<file path="config.mk">
export PLATFORM = sky130hd
export DESIGN_NAME = softmax_in_frame_buffer
export DESIGN_NICKNAME = d
export VERILOG_FILES = /design/src/rtl/softmax_in_frame_buffer.sv
export SDC_FILE = /design/constraint.sdc
export NUM_CORES = 1
export LEC_CHECK = 0
export CAP_MARGIN = 20
export CORE_MARGIN = 5
export CORE_UTILIZATION = 45
export DETAILED_ROUTE_END_ITERATION = 7
export GPL_TIMING_DRIVEN = 0
export SYNTH_ARGS = -nofsm -noshare
export SYNTH_HDL_FRONTEND = slang
export SYNTH_SLANG_ARGS = --single-unit
</file>
<file path="constraint.sdc">
create_clock -name axi_clock_i -period 10.7 [get_ports axi_clock_i]
set_input_delay 3.21 -clock axi_clock_i [delete_from_list [all_inputs] [get_ports axi_clock_i]]
set_output_delay 3.21 -clock axi_clock_i [all_outputs]
set_load 0.01 [all_outputs]
</file>
<file path="src/rtl/softmax_in_frame_buffer.sv">
// Single-frame store-and-forward buffer in front of the softmax core: captures one
// AXI-Stream frame of fp32 words, tracks its maximum, then replays it with side-band.
module softmax_in_frame_buffer #(
  parameter int DATA_SIZE = 16,
  parameter int DEPTH     = 16,
  parameter int ADDR_W    = 4
) (
  input  logic                   axi_clock_i,
  input  logic                   axi_reset_i,
  input  logic                   s_axis_valid_i,
  input  logic [2*DATA_SIZE-1:0] s_axis_data_i,
  input  logic                   s_axis_last_i,
  output logic                   s_axis_ready_o,
  output logic                   m_axis_valid_o,
  output logic [2*DATA_SIZE-1:0] m_axis_data_o,
  output logic                   m_axis_last_o,
  input  logic                   m_axis_ready_i,
  output logic [ADDR_W:0]        frame_len_o,
  output logic [2*DATA_SIZE-1:0] frame_max_o,
  output logic                   overflow_o,
  output logic [1:0]             debug_state_o
);

  localparam int W = 2 * DATA_SIZE;
  localparam logic [W-1:0] NEG_INF = {1'b1, 8'hFF, {(W-9){1'b0}}};

  // Both ports: a beat transfers on a rising edge where valid and ready are both high;
  // valid/data/last are held stable by the sender until that happens, and output valid
  // is a pure function of state (never of m_axis_ready_i).
  typedef enum logic [1:0] {
    ST_FILL  = 2'd0,
    ST_DROP  = 2'd1,
    ST_DRAIN = 2'd2
  } state_t;

  state_t state_q, state_d;

  logic [W-1:0]      mem [DEPTH];
  logic [ADDR_W-1:0] wr_ptr_q;
  logic [ADDR_W-1:0] rd_ptr_q;
  logic [W-1:0]      run_max_q;
  logic [ADDR_W:0]   len_q;
  logic [W-1:0]      max_q;
  logic              ovf_q;

  logic              s_hs;
  logic              m_hs;
  logic              wr_full;
  logic              rd_at_end;
  logic [W-1:0]      in_max;

  // Maps fp32 bit patterns onto unsigned keys whose order matches numeric order
  // (with -0 < +0, NaNs ordered by their bits rather than special-cased).
  function automatic logic [W-1:0] order_key(input logic [W-1:0] x);
    return x[W-1] ? ~x : (x ^ {1'b1, {(W-1){1'b0}}});
  endfunction

  assign s_hs      = s_axis_valid_i & s_axis_ready_o;
  assign m_hs      = m_axis_valid_o & m_axis_ready_i;
  assign wr_full   = (wr_ptr_q == ADDR_W'(DEPTH - 1));
  assign rd_at_end = ({1'b0, rd_ptr_q} == (len_q - (ADDR_W+1)'(1)));
  // Strictly greater so that on equal keys the earlier word is kept.
  assign in_max    = (order_key(s_axis_data_i) > order_key(run_max_q)) ? s_axis_data_i
                                                                     : run_max_q;

  // State register.
  always_ff @(posedge axi_clock_i or posedge axi_reset_i) begin
    if (axi_reset_i) begin
      state_q <= ST_FILL;
    end else begin
      state_q <= state_d;
    end
  end

  // Next-state logic.
  always_comb begin
    state_d = state_q;
    case (state_q)
      ST_FILL: begin
        if (s_hs) begin
          if (s_axis_last_i) begin
            state_d = ST_DRAIN;
          end else if (wr_full) begin
            state_d = ST_DROP;
          end
        end
      end
      ST_DROP: begin
        if (s_hs && s_axis_last_i) begin
          state_d = ST_DRAIN;
        end
      end
      ST_DRAIN: begin
        if (m_hs && rd_at_end) begin
          state_d = ST_FILL;
        end
      end
      default: state_d = ST_FILL;
    endcase
  end

  // Outputs; ready is also gated by reset so it reads 0 while reset is held.
  always_comb begin
    s_axis_ready_o = 1'b0;
    m_axis_valid_o = 1'b0;
    m_axis_last_o  = 1'b0;
    m_axis_data_o  = mem[rd_ptr_q];
    case (state_q)
      ST_FILL, ST_DROP: begin
        s_axis_ready_o = ~axi_reset_i;
      end
      ST_DRAIN: begin
        m_axis_valid_o = 1'b1;
        m_axis_last_o  = rd_at_end;
      end
      default: begin
        s_axis_ready_o = 1'b0;
      end
    endcase
  end

  assign frame_len_o   = len_q;
  assign frame_max_o   = max_q;
  assign overflow_o    = ovf_q;
  assign debug_state_o = state_q;

  // Buffer storage carries no reset; contents are only read after being written.
  always_ff @(posedge axi_clock_i) begin
    if (state_q == ST_FILL && s_hs) begin
      mem[wr_ptr_q] <= s_axis_data_i;
    end
  end

  always_ff @(posedge axi_clock_i or posedge axi_reset_i) begin
    if (axi_reset_i) begin
      wr_ptr_q  <= '0;
      rd_ptr_q  <= '0;
      run_max_q <= NEG_INF;
      len_q     <= '0;
      max_q     <= '0;
      ovf_q     <= 1'b0;
    end else begin
      case (state_q)
        ST_FILL: begin
          if (s_hs) begin
            wr_ptr_q  <= wr_ptr_q + ADDR_W'(1);
            run_max_q <= in_max;
            if (s_axis_last_i || wr_full) begin
              len_q <= {1'b0, wr_ptr_q} + (ADDR_W+1)'(1);
              max_q <= in_max;
              ovf_q <= ~s_axis_last_i;
            end
          end
        end
        ST_DRAIN: begin
          if (m_hs) begin
            if (rd_at_end) begin
              wr_ptr_q  <= '0;
              rd_ptr_q  <= '0;
              run_max_q <= NEG_INF;
            end else begin
              rd_ptr_q <= rd_ptr_q + ADDR_W'(1);
            end
          end
        end
        default: begin
          wr_ptr_q <= wr_ptr_q;
        end
      endcase
    end
  end

endmodule

</file>
Word level (Yosys, flattened, before mapping)

Memory sizes are Yosys's and may differ from the RTL's.
Index checks and enable logic that the tools add are counted.

Add/sub/neg operators: 4
Magnitude comparators: 1
Eq/ne operators: 10
Muxes and demuxes: 23
Bitwise operators: 8
Reductions and logical operators: 11

Operator list:

| operator                                         | number |
|---|---|
| 2-to-1 mux 32 bit                                | 6 |
| inverter 32 bit                                  | 2 |
| one-hot mux 32 bit (2 select lines)              | 1 |
| > comparator 32 bit                              | 1 |
| 2-to-1 mux 4 bit                                 | 4 |
| 2-to-1 mux 2 bit                                 | 5 |
| != test 2 bit, second input constant             | 5 |
| adder 4 x 1 -> 4 bit, second input constant      | 2 |
| one-hot mux 4 bit (2 select lines)               | 1 |
| AND reduction 4 bit                              | 2 |
| one-hot mux 2 bit (3 select lines)               | 1 |
| adder 4 x 1 -> 5 bit, second input constant      | 1 |
| == test 4 x 5 -> 1 bit                           | 1 |
| 2-to-1 mux 1 bit                                 | 5 |
| subtractor 5 x 1 -> 5 bit, second input constant | 1 |
| == test 4 bit, second input constant             | 1 |
| inverter 1 bit                                   | 4 |
| logical AND 1 bit                                | 3 |
| != test 3 bit, second input constant             | 1 |
| AND reduction 3 bit                              | 1 |
| bitwise AND 1 bit                                | 2 |
| == test 2 x 1 -> 1 bit, second input constant    | 1 |
| == test 2 bit, second input constant             | 1 |
| logical NOT 2 bit                                | 1 |
| other kinds (4)                                  | 4 |

Flip-flop bits (word level): 80
Memory bits (writable): 512
Input bits: 37
Output and inout port bits: 75
Word-level logic and storage cells: 65
Memories kept: 1

Memories:

| name | words | bits a word | rd ports | clocked after memory_dff | wr ports | line | RTL |
|---|---|---|---|---|---|---|---|
| mem  | 16    | 32          | 1        | 0                        | 1        | 38   | `logic [W-1:0] mem [DEPTH];` |

Logic depth before layout (Yosys ltp)

Depth after elaboration: 7
Mapped depth: 13

Worst setup path before layout

OpenSTA, ideal clock, no wires.

Path kind: input port to output port
From: in axi_reset_i
To: out s_axis_ready_o
Data arrival time: 3.428 ns
Slack: 4.062 ns
Stages on the path: 1
Path through: nor2_1

Longest elaborated chain between the ends: 2

Ends and longest elaborated chain:

| what             | line | RTL |
|---|---|---|
| start, declared  | 9    | `input logic axi_reset_i,` |
| inverter 1 bit   | 110  | `s_axis_ready_o = ~axi_reset_i;` |
| 2-to-1 mux 1 bit | 108  | `case (state_q)` |
| end, declared    | 13   | `output logic s_axis_ready_o,` |

Every way passes these cells.

Worst setup path in the final report

Ends and elaborated chain as after synthesis.

==> impl_results.md <==
- Fin worst setup slack: 3014 ps
- Initial Util: 45.66%
- Worst vdd ir: 0.0001568 V
- Mapped Area: 24090 um^2
- Initial antenna violation count: 1
- Antenna diodes: 0
- Iter 0 DRT Violations: 1164
- Critical path arrival: about 4500 ps
- FP Rows: 84
- Placed Instances: 2006
- Largest net degree at the start of global routing: 44
- Status: complete, no violations
- Final setup fails: 0
- Final period util: a little under three quarters
- Reg2Reg Capture Point: frame_max_o[1]$_DFFE_PP0P_
- Global Route Usage Sum: between 10% and 20%
- Top cells by area, synth: edfxtp_1 64%, mux4_2 15%, dfrtp_1 7.4%
- TritonCTS clock tree: done
- CTS resizes: 0
- Req. time, crit path: 7490 ps
- Critical path class: input pin to output port
- Post-DP Area: between 20000 and 30000 um^2
- Slew @ Worst Pin: 1036 ps
- Mapped Cells: 1186
- Top cell type's share of synthesized area: 63.83%
- Root Buffer: clkbuf_16
- TritonCTS Buffers: 58
- Rel. slew slack: between 30% and 40%
- Reg clk slew, reported paths: approximately 50 ps
- Netlist cell types: 51
- Seq/Total Area, Yosys: between 70% and 80%
- R2R Setup Slk: 6330 ps
- Post-CTS Setup Bufs: 0
- Die H: 241.4 um
- Crit path max fanout: 3
- Post-route ant nets: 0
- #FFs+latches synth: 592
- Final Max Slew Viols: 0
- CP endpoint: s_axis_ready_o
- DRC viols: 0
- R2R depth: 13
- Top cell type by total area after synthesis: edfxtp_1
- Hold Crit Class: register to register
- Layout cell share with drive strength beyond 1: between 20 and 25%
- Via density: 5.767
- Syn_area_per_cell: 20.31 um^2
- Gr busiest metal: met2
- RSZ-0062 raised after global routing: no
- Fin crit period: 7686 ps
- Routed WL per cell: 26.97 um
- Main synth FF type: edfxtp_1
- Final hold vios: 0
- Gpl congestion: 0.7786
- Hold path depth: 2
- GR Util met2: 31.61%
- Hold_buf cts: 0
- Area Overhead vs Synth: 17.89%
- Beginning of the critical path: axi_reset_i
- Via count: 12220
- IO Pins: roughly 110
- Met3 global-route usage: under 10%
- Startpoint Class: input pin
- Post-Syn Nets: 1261
- Core area: 52760 um^2
- HPWL after DPL: roughly 36 mm
- Setup Skew: 20.31 ps
- Vias in the first global route: 12700
- EDFF count, synth: 512
- Grt met1 use: 29.45%
- Longest Clk Path Bufs: 3
- Design area: 28400 um^2
- Drt first pass iters: 7
- Power density cells: 259.0 nW/um^2
- Global-route wire length before repair: roughly 85 mm
- Leakage: 9.528 nW
- Dpl ws: 2516 ps
- CTS Sinks: about 590
- Final cell count without fillers: 2119
- Final setup TNS: 0 ps
- Yosys Warn Count: 0
- Htree depth: 2
- FILL cells: 4176
- Layout Nets: 1457
- Max-cap violations: 0
- Crit end category: output port
- Ys async rst share: 13.51%
- Fmax: roughly 0.13 GHz
- Port bufs: 111
- Worst-skew pair later-pin latency: 620 ps
- Total gr overflow: 0
- Die Wd: between 200 and 250 um
- DRT Wirelength: ~57 mm
- Die area: 58260 um^2
- Reg2reg start: run_max_q[31]$_DFFE_PP1P_
flip-flops by register name (all words and copies together) (netlist names):
signal and flops:
run_max_q 32, frame_max_o 32, mem 512, frame_len_o 5, debug_state_o 2, wr_ptr_q 4
overflow_o 1, rd_ptr_q 4
per-layer routing:
| metal | vias to the layer above | share of wire, % | wire [um] |
|---|---|---|---|
| met3 | 68 | 6.0 | 3430 |
| met2 | 354 | 48 | 27470 |
| met5 | - | 0 | 0 |
| li1 | 5256 | - | - |
| met1 | 6542 | 44 | 25260 |
| met4 | 0 | 1.7 | 986 |
cell families after synthesis:
family,after synthesis,synth area share [%]
simple gates,111,2.311
xor+xnor,68,2.472
flops,592,72.18
buf+inv,72,1.444
fa+ha+maj,38,1.974
compound gates,111,3.231
mux,194,16.38
final cells by class:
cell class / count / area [um^2] / area share [%]
tap: 688 / 860.8 / 3.031
timing repair buffer: 136 / 1599 / 5.631
multi-input combinational: 522 / 6372 / 22.44
buffer: 65 / 321.6 / 1.132
sequential: 592 / 17390 / 61.23
inverter: 7 / 28.78 / 0.1013
clock inverter: 35 / 316.6 / 1.115
clock buffer: 74 / 1511 / 5.322
cells in the mapped netlist (all sizes together) (2+ instances only):
| cell type | count |
|---|---|
| and2 | 11 |
| mux4 | 160 |
| a221o | 2 |
| nand3b | 2 |
| mux2 | 2 |
| ha | 38 |
| dfrtp | 71 |
| nand2b | 4 |
| nand2 | 48 |
| buf | 28 |
| edfxtp | 512 |
| xor2 | 32 |
| a21oi | 13 |
| nor2 | 10 |
| inv | 7 |
| o22a | 8 |
| nor3 | 7 |
| a21o | 7 |
| nand4 | 7 |
| mux2i | 32 |
| o21ai | 46 |
| nand3 | 8 |
| and4 | 4 |
| clkbuf | 37 |
| a22o | 24 |
| dfstp | 9 |
| and3 | 6 |
| a41o | 2 |
| xnor2 | 36 |
power by group:
group / internal [mW] / switching (mW)
Combinational: 1.33 / 1.25
Clock: 1.12 / 0.857
Sequential: 2.69 / 0.106
Total: 5.14 / 2.22
through the flow:
stage / util [%] / total power [mW] / hold WS (ps)
2_1_floorplan: - / 4.440 / 506.4
3_3_place_gp: 49.39 / 5.395 / 473.9
3_5_place_dp: 50.25 / 5.453 / 479.1
4_1_cts: 53.71 / 7.434 / 489.8
5_1_grt: 53.83 / 7.742 / 523.5
6_report: 53.83 / 7.357 / 487.8
cells in the final DEF (no fill, tap or decap), types with 32 or more instances in the layout:
cell type / n
clkbuf_1: 53
xor2_1: 32
o21ai_1: 45
ha_1: 38
xnor2_1: 36
mux2i_1: 32
mux4_2: 160
nand2_1: 48
clkbuf_16: 58
edfxtp_1: 512
dfrtp_1: 71
clkdlybuf4s50_1: 111
worst min-delay path by stage:
stage	endpoint	start	slack, ps
global route	frame_max_o[22]$_DFFE_PP0P_	frame_max_o[22]$_DFFE_PP0P_	520
CTS	frame_max_o[28]$_DFFE_PP0P_	frame_max_o[28]$_DFFE_PP0P_	490
finish	frame_max_o[28]$_DFFE_PP0P_	frame_max_o[28]$_DFFE_PP0P_	490
floorplan	run_max_q[0]$_DFFE_PP0P_	run_max_q[0]$_DFFE_PP0P_	510
global placement	frame_max_o[25]$_DFFE_PP0P_	frame_max_o[25]$_DFFE_PP0P_	470
detailed placement	frame_max_o[28]$_DFFE_PP0P_	frame_max_o[28]$_DFFE_PP0P_	480
worst max-delay path, stage by stage:
cell	delay [ps]
clkdlybuf4s50_1	480
nor2_1	200
clkdlybuf4s50_1	580
Note: power is estimated with default switching activity, not from simulation.
